File: config.mk
export PLATFORM = sky130hd
export DESIGN_NAME = mem_arbiter
export DESIGN_NICKNAME = d
export VERILOG_FILES = /design/src/rtl/mem_arbiter.sv
export SDC_FILE = /design/constraint.sdc
export NUM_CORES = 1
export LEC_CHECK = 0
export CAP_MARGIN = 20
export CORE_ASPECT_RATIO = 1.2
export CORE_UTILIZATION = 35
export DETAILED_ROUTE_END_ITERATION = 16
export PLACE_DENSITY = 0.72
export SYNTH_ARGS = -nofsm -noshare
export SYNTH_HDL_FRONTEND = slang
export SYNTH_SLANG_ARGS = --single-unit
File: constraint.sdc
create_clock -name clk -period 3.8 [get_ports clk]
set_clock_uncertainty 0.15 [all_clocks]
set_input_delay 0.76 -clock clk [delete_from_list [all_inputs] [get_ports clk]]
set_output_delay 0.76 -clock clk [all_outputs]
set_load 0.05 [all_outputs]
File: src/rtl/mem_arbiter.sv
// Two-port round-robin arbiter and sequencer sharing one synchronous-read RAM.
// Each transaction runs IDLE -> ACC -> (RDW) -> DONE, with a one-cycle ack in DONE.
module mem_arbiter #(
    parameter int AW = 9,
    parameter int DW = 16
) (
    input  logic          clk,
    input  logic          reset,
    input  logic          r0_req,
    input  logic [2:0]    r0_cmd,
    input  logic [AW-1:0] r0_addr,
    input  logic [DW-1:0] r0_wdata,
    output logic          r0_ack,
    input  logic          r1_req,
    input  logic [2:0]    r1_cmd,
    input  logic [AW-1:0] r1_addr,
    input  logic [DW-1:0] r1_wdata,
    output logic          r1_ack,
    output logic [DW-1:0] rdata,
    output logic [AW-1:0] ram_addr,
    output logic          ram_wr,
    output logic [DW-1:0] ram_wdata,
    input  logic [DW-1:0] ram_rdata,
    output logic          busy,
    output logic          gnt_id
);

    localparam logic [2:0] MREAD  = 3'b010;
    localparam logic [2:0] MWRITE = 3'b100;

    typedef enum logic [1:0] {IDLE, ACC, RDW, DONE} state_t;

    state_t        r_state;
    logic          r_is_wr;
    logic          r_last_grant;
    logic          r_gnt_id;
    logic          r_busy;
    logic          r_ack0;
    logic          r_ack1;
    logic          r_ram_wr;
    logic [AW-1:0] r_ram_addr;
    logic [DW-1:0] r_ram_wdata;
    logic [DW-1:0] r_rdata;

    logic          w_v0;
    logic          w_v1;
    logic          w_pick1;
    logic          w_sel_wr;
    logic [AW-1:0] w_sel_addr;
    logic [DW-1:0] w_sel_wdata;

    // Only exact one-hot read/write commands count; MNONE and malformed codes are ignored.
    assign w_v0 = r0_req && ((r0_cmd == MREAD) || (r0_cmd == MWRITE));
    assign w_v1 = r1_req && ((r1_cmd == MREAD) || (r1_cmd == MWRITE));

    // On a tie the port that did not win last time is chosen.
    assign w_pick1     = w_v1 && (!w_v0 || !r_last_grant);
    assign w_sel_wr    = w_pick1 ? (r1_cmd == MWRITE) : (r0_cmd == MWRITE);
    assign w_sel_addr  = w_pick1 ? r1_addr  : r0_addr;
    assign w_sel_wdata = w_pick1 ? r1_wdata : r0_wdata;

    always_ff @(posedge clk) begin
        if (reset) begin
            r_state      <= IDLE;
            r_last_grant <= 1'b1;
            r_gnt_id     <= 1'b0;
            r_busy       <= 1'b0;
            r_ack0       <= 1'b0;
            r_ack1       <= 1'b0;
            r_ram_wr     <= 1'b0;
            r_ram_addr   <= '0;
            r_ram_wdata  <= '0;
            r_rdata      <= '0;
        end else begin
            r_ram_wr <= 1'b0;
            r_ack0   <= 1'b0;
            r_ack1   <= 1'b0;
            case (r_state)
                IDLE: begin
                    if (w_v0 || w_v1) begin
                        r_gnt_id   <= w_pick1;
                        r_is_wr    <= w_sel_wr;
                        r_ram_addr <= w_sel_addr;
                        r_busy     <= 1'b1;
                        r_state    <= ACC;
                        // Strobe and data are loaded here so they appear during ACC.
                        if (w_sel_wr) begin
                            r_ram_wr    <= 1'b1;
                            r_ram_wdata <= w_sel_wdata;
                        end
                    end
                end
                ACC: begin
                    if (r_is_wr) begin
                        r_ack0  <= ~r_gnt_id;
                        r_ack1  <= r_gnt_id;
                        r_state <= DONE;
                    end else begin
                        r_state <= RDW;
                    end
                end
                RDW: begin
                    r_rdata <= ram_rdata;
                    r_ack0  <= ~r_gnt_id;
                    r_ack1  <= r_gnt_id;
                    r_state <= DONE;
                end
                DONE: begin
                    r_last_grant <= r_gnt_id;
                    r_busy       <= 1'b0;
                    r_state      <= IDLE;
                end
                default: r_state <= IDLE;
            endcase
        end
    end

    assign r0_ack    = r_ack0;
    assign r1_ack    = r_ack1;
    assign rdata     = r_rdata;
    assign ram_addr  = r_ram_addr;
    assign ram_wr    = r_ram_wr;
    assign ram_wdata = r_ram_wdata;
    assign busy      = r_busy;
    assign gnt_id    = r_gnt_id;

endmodule
==> results.yml <==
power:
  p_leak_nw: 1.447
  power_per_cell_area_nw_per_um2: 523.6
  vdd_drop_max_uv: 247.3
logic_synthesis:
  avgSynthCellArea_um2: 10.14
  synth_top_family_by_area: "multiplexers"
  synth_xor_xnor_area_share_pct: 1.108
  synthSimpleGateAreaFrac_pct: 12.76
  synth-warning-count: 0
  syn_area_um2: 2372
  synth_nets: 315
  syn_inst: 234
  synth-compound-area-share_pct: 17.93
  synth_mux_area_share_pct: 18.14
  ys_types: 39
  synth_fa_ha_area_share_pct: 2.637
  synth-seq-cells: 50
  yosysSeqAreaShare_pct: 42.62
sta:
  rsz0062_at_grt: "false"
  slew_headroom_pct: 34.51
  min_period_ns: 2.979
  finalCritPeriodShare_pct: 78.39
  fmax_ghz: 0.3357
  setup_ws_ns: 0.8213
  setup_viol: 0
  drv_slew: 0
  finalHoldViolations: 0
  tightest_slew_ns: 0.9824
  tns_ns: 0
detailed_routing:
  wl_um: 6310
  first_pass_iters: 4
  ant_nets: 0
  vias: 2194
  routedWlPerCell_um: 14.51
  routed_via_density: 5.044
  post-route-drc-count: 0
  drt_iter0_markers: 76
cts:
  cts_buffers: 5
  path_clk_slew_ns: 0.09
  cts.sinks: 50
  clk_latency_ns: 0.30
  cts_max_level: 2
  cts_tree: "done"
  cts_hold_buf: 0
  post_cts_buffers: 0
  cts_root_buffer: "clkbuf_8"
  clock_path_buffers: 2
  cts_resized: 0
min_path:
  hp-class: "register to register"
  worstHoldStart: "busy"
  min_path_cells: 1
  holdPathEnd: "busy"
setup_path:
  setup.worst_path.start_class: "input pin"
  crit_fanout: 27
  rrSetupSlack_ns: 1.40
  r2r-end: "ram_wdata[2]"
  cp_data_arrival_time_ns: 3.00
  crit_type: "input pin to register"
  reg2reg_depth: 7
  worstPathRequired_ns: 3.83
  endpoint_kind: "register"
  r2r-start: "r_state[0]"
place:
  globalplace.congestion: 0.7834
  post-place-ws_ns: 0.4868
  placed_cells: 428
  hpwl_um: 4456
  io_buffers: 121
finish:
  final_cell_mix: "120 x clkdlybuf4s50_1, 49 x dfxtp_1, 43 x mux2i_1, 34 x nor2_1, 16 x nor3_1"
  fin_cells: 435
  syn_to_final_growth_pct: 56.01
  final_common_cell: "clkdlybuf4s50_1"
  nNetsFinal: 431
  antenna_cells: 0
  layout-drive-gt1-share_pct: 6.857
floorplan:
  fp.coreArea_um2: 6486
  dieArea_um2: 7113
  start_util_pct: 36.57
  fp.dieH_um: 92.19
  dieWidth_um: 77.16
  rows: 32
  io_pins: 122
grt:
  grt_max_degree: 30
  grt_usage_pct: 18.14
  grt_first_pass_wirelength_um: 10530
  antenna_found_initial: 0
  grt_pass1_vias: 2298
  grt_overflow_total: 0
flow_run:
  drv_cap: 0
outcome:
  outcome: "finished clean"
==> registers in the layout (all words and copies together), names as in the netlist <==
signal        count
ram_wdata        16
rdata            16
ram_addr          9
r_state           2
busy              1
gnt_id            1
r0_ack            1
r1_ack            1
r_is_wr           1
r_last_grant      1
ram_wr            1
==> metrics by stage <==
step / hold slack [ns] / utilization [%] / cell area (um^2) / power (mW)
floorplan: 0.3571 / - / 2372 / 1.335
global placement: 0.3001 / 55.88 / 3625 / 1.639
detailed placement: 0.3097 / 55.88 / 3625 / 1.656
CTS: 0.3350 / 57.06 / 3701 / 1.957
global route: 0.3678 / 57.06 / 3701 / 2.052
finish: 0.3297 / 57.06 / 3701 / 1.938
==> critical path, cell delays in order <==
cell	delay [ns]
clkdlybuf4s50_1	0.57
xor2_1	0.26
a311o_2	0.81
mux2i_1	0.15
a2111oi_0	0.44
==> synthesized netlist by cell type <==
cell type | instances | area (um^2)
a2111oi_0 | 6 | 52.55
a2111oi_1 | 1 | 10.01
a2111oi_2 | 9 | 135.1
a211oi_1 | 10 | 75.07
a21boi_0 | 1 | 7.510
a21o_1 | 1 | 7.510
a21oi_1 | 12 | 60.06
a221oi_1 | 1 | 8.760
a311o_1 | 1 | 10.01
a311oi_2 | 1 | 15.01
and2_1 | 2 | 12.51
and3_1 | 1 | 6.260
and4b_1 | 1 | 10.01
buf_1 | 1 | 3.750
buf_12 | 1 | 20.02
buf_2 | 3 | 15.01
buf_4 | 2 | 15.01
buf_6 | 1 | 11.26
clkbuf_1 | 9 | 33.78
dfxtp_1 | 49 | 980.9
edfxtp_1 | 1 | 30.03
ha_1 | 5 | 62.56
inv_1 | 4 | 15.01
mux2i_1 | 43 | 430.4
nand2_1 | 1 | 3.750
nand2b_1 | 3 | 18.77
nor2_1 | 34 | 127.6
nor2b_1 | 1 | 6.260
nor3_1 | 16 | 80.08
nor3b_1 | 1 | 7.510
nor3b_2 | 1 | 12.51
nor4b_1 | 2 | 17.52
o21a_1 | 2 | 15.01
o21a_2 | 1 | 8.760
o21ai_1 | 1 | 5.000
o221ai_1 | 1 | 8.760
o22ai_1 | 1 | 6.260
xnor2_1 | 2 | 17.52
xor2_1 | 1 | 8.760
==> layer usage <==
metal	track usage, %	vias to the layer above	wire [um]
li1	-	1085	-
met3	4.279	6	338
met4	4.245	0	56
met1	20.29	1032	2770
met2	34.07	71	3145
met5	0	-	0
==> worst max-delay path by stage <==
stage | to | from
after global routing | ram_wdata[4] | r0_cmd[1]
after CTS | ram_wdata[2] | r0_cmd[1]
after floorplan | ram_wdata[10] | r1_cmd[0]
after detailed placement | ram_wdata[2] | r0_cmd[1]
final | ram_wdata[2] | r0_cmd[1]
after global placement | ram_wdata[8] | r0_cmd[1]
==> where the power goes <==
| part | switching (mW) | internal [mW] |
|---|---|---|
| logic | 0.590 | 0.378 |
| registers | 0.0567 | 0.615 |
| clock network | 0.172 | 0.127 |
==> area by class of cell <==
class / count / area (um^2)
clock buffer: 7 / 76.32
fill: 600 / 2785
inverter: 4 / 15.01
multi-input combinational: 163 / 1249
sequential: 50 / 1011
tap: 85 / 106.4
timing repair buffer: 126 / 1244
==> kinds of logic after synthesis <==
logic type      after synthesis
compound gates               49
xor+xnor                      3
fa+ha+maj                     5
buf+inv                      21
flops                        50
mux                          43
simple gates                 63
Note: power is estimated with default switching activity, not from simulation.
==> edit 1, RTL diff (same flow settings) <==
Encoding of `state_t`: now one-hot (4 bits for 4 states).
--- a/src/rtl/mem_arbiter.sv
+++ b/src/rtl/mem_arbiter.sv
@@ -29,5 +29,5 @@
     localparam logic [2:0] MWRITE = 3'b100;
 
-    typedef enum logic [1:0] {IDLE, ACC, RDW, DONE} state_t;
+    typedef enum logic [3:0] {IDLE = 4'b0001, ACC = 4'b0010, RDW = 4'b0100, DONE = 4'b1000} state_t;
 
     state_t        r_state;
Formal check against the unedited RTL: no difference found for any inputs over 10 cycles, from zero or initial values and one cycle with reset high; not proved beyond that.
==> edit 1 against the unedited design <==
Synthesized area is 8.2% higher; sequential share of layout area is 0.36 points lower; sequential cell count is 2 higher; cell count is 6.9% higher; routed wire length is 7.7% higher; core utilization is 1.2 points lower; worst setup slack better by 370 ps; cell area is 5.3% higher; global-route usage is 0.20 points lower; critical path type unchanged; highest routed layer unchanged.
Power is not compared: it rests on default switching activity, and its combinational part moved more than twofold at a synthesized area within 25%.
==> edit 1: results (changes against the unedited design) <==
- Worst hold margin: 311 ps (was 330 ps)
- Max incr delay on CP: 480 ps (was 810 ps)
- Initial DRC Count: 75 (was 76)
- CP max FO: 18 (was 27)
- Register area share after synthesis: 41.0% (was 42.6%)
- Syn nets: 339 (was 315)
- Max stage delay cell, worst path: clkdlybuf4s50_1 (was a311o_2)
- Fill cells: 646 (was 600)
- Status: finished, final reports clean (unchanged)
- CP top delay family: buffers and inverters (was compound AO/OA/AOI/OAI gates)
- Synth cell types: 44 (was 39)
- Layout cells sized above 1: 10.8% (was 6.86%)
- Detailed-route via count: 2,439 (was 2,194)
- WHS Endpoint: rdata[9] (was busy)
- Top cells by area, synth: dfxtp_1, mux2i_1, a21oi_1 (was dfxtp_1, mux2i_1, a2111oi_2)
- Routability cong.: 0.776 (was 0.783)
- Vias in the first global route: 2,341 (was 2,298)
- Net count, final: 453 (was 431)
- First-pass GRT wire length: 10,800 microns (was 10,500 microns)
- Synth cell count leaders: dfxtp_1, nand2_1, a21oi_1 (was dfxtp_1, mux2i_1, nor2_1)
- Latest clock arrival within the worst-skew pair: 300 ps (about the same)
- Root Buffer: clkbuf_8 (unchanged)
- Pin count of the biggest net entering global routing: 31 (was 30)
- Pre-CTS setup slack: 872 ps (was 487 ps)
- Crit Reg-Reg Endpoint: ram_wdata[1] (was ram_wdata[2])
- Post-DP HPWL: 5170 microns (was 4460 microns)
- Reg-to-reg startpoint: r_state[1] (was r_state[0])
- Hold path start: rdata[9] (was busy)
- Top_reg_cell synth: dfxtp_1 (unchanged)
- Total GRT Usage: 17.9% (was 18.1%)
- Max_slew headroom: 49.5% (was 34.5%)
- Cells on Worst Hold Path: 2 (was 1)
==> edit 1: tightest hold or removal path: stages (launching register included) <==
cell,delay (ps)
dfxtp_1,320
nand2_1,50
a21oi_1,50
==> edit 1: final cells by class <==
cell class / instances / area (sq um) / area share (%)
inverters: 2 / 7.51 / 0.193
repair buffers: 129 / 1270 / 32.6
clock inverters: 3 / 22.5 / 0.578
multi-input cells: 187 / 1370 / 35.1
well taps: 87 / 109 / 2.79
clock buffers: 5 / 68.8 / 1.77
flip-flops and latches: 52 / 1050 / 27.0
==> edit 1: logic make-up after synthesis <==
| logic type | after synthesis | share of synthesized area (%) |
|---|---|---|
| muxes | 26 | 10.1 |
| DFF | 52 | 41.0 |
| xor gates and xnor gates | 2 | 0.683 |
| AOI/OAI and AO/OA | 97 | 29.7 |
| and+or+nand+nor | 62 | 12.8 |
| buffers and inverters | 24 | 5.70 |
==> edit 1: worst max-delay path by stage <==
stage                    from            end  slack, ps  depth (start not counted)
finish              r0_cmd[0]   ram_wdata[9]       1190                          7
global route        r0_cmd[2]    ram_addr[7]       1050                          5
CTS                 r0_cmd[0]   ram_wdata[9]       1180                          7
detailed placement  r0_cmd[0]  ram_wdata[11]        870                          7
global placement    r0_cmd[2]    ram_addr[4]        910                          5
floorplan           r1_cmd[0]  ram_wdata[10]       1690                          5
==> edit 1: stage by stage <==
stage	area [sq um]	std cells
floorplan	2570	263
global placement	3810	457
CTS	3900	465
global route	3900	465
finish	3900	465
detailed placement	3810	457
==> edit 1: layer usage <==
layer / vias to the layer above / share of wire, % / track usage, %
met3: 4 / 7.1 / 4.36
met4: 0 / 0.62 / 3.13
li1: 1198 / - / -
met2: 104 / 50 / 33.8
met5: - / 0 / 0
met1: 1133 / 42 / 20.6
==> edit 1: power groups by stage <==
stage	combinational, mW	clock, mW	sequential [mW]
CTS	0.364	0.332	0.593
global placement	0.358	0	0.605
detailed placement	0.362	0	0.606
finish	0.361	0.319	0.593
global route	0.385	0.355	0.597
floorplan	0.134	0	0.684
==> edit 2, RTL diff (same flow settings) <==
Made on the original files. Change the parameter `AW` from 9 to 8.
--- a/src/rtl/mem_arbiter.sv
+++ b/src/rtl/mem_arbiter.sv
@@ -2,5 +2,5 @@
 // Each transaction runs IDLE -> ACC -> (RDW) -> DONE, with a one-cycle ack in DONE.
 module mem_arbiter #(
-    parameter int AW = 9,
+    parameter int AW = 8,
     parameter int DW = 16
 ) (
Ports: changed (resized r0_addr, r1_addr and ram_addr); port bits go from 122 to 119. No check against the original RTL was run, so the function may have changed too.
==> edit 2 against the unedited design <==
Via count shrank 3.1%; sequential share of layout area fell by 0.19 points; maximum frequency is 2.8% higher; first-iteration DRC count grew 1.3%; synthesized area is 1.1% lower; combinational power fell by 2%; routed wire length shrank 3.4%; cell area shrank 1.3%; sequential cell count decreased by 1; clock power increased by 6%; register-to-register slack improved by 70 ps; total power shrank 0.72%; worst setup slack better by 82 ps; critical endpoint unchanged; largest cell class unchanged.
==> edit 2: results (changes against the unedited design) <==
- Root Buffer: clkbuf_8 (unchanged)
- Status: finished, final reports clean (unchanged)
- Critical path origin: r0_cmd[1] (unchanged)
- Initial DRC Count: 77 (was 76)
- Synth cell count leaders: dfxtp_1, mux2i_1, nor2_1 (unchanged)
- Detailed-route via count: 2,125 (was 2,194)
- Hold-fix buffers at CTS: 0 (unchanged)
- Vias in the first global route: 2,036 (was 2,298)
- Total GRT Usage: 17.3% (was 18.1%)
- Port buffer count: 118 (was 121)
- Max_slew headroom: 34.6% (was 34.5%)
- CP max FO: 26 (was 27)
- Pre-CTS setup slack: 559 ps (was 487 ps)
- EDFF count, synth: 1 (unchanged)
- Reg2Reg Depth: 7 (unchanged)
- Leakage: 1.43 nW (was 1.45 nW)
- Final wirelength: 6090 microns (was 6310 microns)
- Drt wl/cell: 14.2 microns (was 14.5 microns)
- CTS max path bufs: 2 (unchanged)
- Part of the power in registers: 34.2% (was 34.7%)
- Routability cong.: 0.777 (was 0.783)
- Max stage delay cell, worst path: a311o_2 (unchanged)
- Ant. Diodes: 0 (unchanged)
- First-pass GRT wire length: 9800 microns (was 10,500 microns)
- Worst Hold Class: reg2reg (unchanged)
- Initial antenna violation count: 0 (unchanged)
- Flop-to-flop setup slack: 1470 ps (was 1400 ps)
- F_max: 0.345 GHz (was 0.336 GHz)
- Pint: 1.11 mW (was 1.12 mW)
- CP top delay family: compound AO/OA/AOI/OAI gates (unchanged)
- Arr. time, crit path: 2930 ps (was 3000 ps)
- Layout cells sized above 1: 8.43% (was 6.86%)
- Crit Path Class: in2reg (unchanged)
- Num CTS Buffers: 5 (unchanged)
- Max incr delay on CP: 760 ps (was 810 ps)
- Net count, final: 422 (was 431)
- Post-DP HPWL: 4430 microns (was 4460 microns)
- Async SR Flop Fraction: 0% (unchanged)
- Syn. warnings: 0 (unchanged)
- Pin count of the biggest net entering global routing: 31 (was 30)
- DP Area: 3560 sq um (was 3620 sq um)
- Latest clock arrival within the worst-skew pair: 300 ps (about the same)
- Syn nets: 309 (was 315)
- Syn Inst Count: 230 (was 234)
- Post-CTS setup repair buffer count: 0 (unchanged)
- H-tree depth: 2 (unchanged)
- Clk slew on worst S/H paths: 90 ps (about the same)
- Synth cell types: 39 (unchanged)
- Top cells by area, synth: dfxtp_1, mux2i_1, a2111oi_2 (unchanged)
- Worst vdd ir: 0.286 mV (was 0.247 mV)
- Register area share after synthesis: 42.2% (was 42.6%)
- Reg-to-reg startpoint: r_state[0] (unchanged)
-- edit 2: cell types whose count changed after synthesis, sizes merged --
cell,change
a211oi,-1
a21oi,-1
buf,+1
clkbuf,-1
dfxtp,-1
mux2i,-1
-- edit 2: layout make-up --
cell class,instances,area (sq um)
clock inverter,3,20.0
timing repair buffer,123,1210
tap,85,106
inverter,4,15.0
sequential,49,991
fill,597,2790
multi-input combinational,160,1240
clock buffer,5,68.8
-- edit 2: worst min-delay path by stage --
stage | slack [ps] | depth (start not counted) | to | startpoint
2_1_floorplan | 360 | 2 | r_last_grant | r_last_grant
3_3_place_gp | 300 | 1 | busy | busy
3_5_place_dp | 300 | 1 | busy | busy
4_1_cts | 330 | 1 | busy | busy
5_1_grt | 360 | 1 | busy | busy
6_report | 340 | 1 | busy | busy
-- edit 2: power groups by stage --
stage	clock network [mW]	logic, mW	registers [mW]
floorplan	0	0.393	0.922
global placement	0	0.944	0.668
detailed placement	0	0.954	0.669
CTS	0.328	0.957	0.659
global route	0.352	1.02	0.671
finish	0.318	0.948	0.658
-- edit 2: layer usage --
layer / GRT usage [%] / wire [microns]
met3: 5.27 / 435
met2: 29.8 / 3040
met5: 0 / 0
met4: 5.77 / 70
met1: 20.1 / 2550
-- edit 2: kinds of logic (layout without fill, tap and decap cells) --
logic type | Yosys count | in the layout | share of synthesized area, %
xor gates and xnor gates | 3 | 3 | 1.12
muxes | 42 | 42 | 17.9
DFF | 49 | 49 | 42.2
buffers and inverters | 21 | 135 | 5.01
adders and majority gates | 5 | 5 | 2.67
and+or+nand+nor | 63 | 63 | 12.9
AOI/OAI and AO/OA | 47 | 47 | 18.1
-- edit 2: worst register-to-register path: cells and delay by family (launching register included) --
family,cells,cell delay [ps]
AOI/OAI and AO/OA,3,780
adders and majority gates,1,460
buffers and inverters,3,460
DFF,1,350
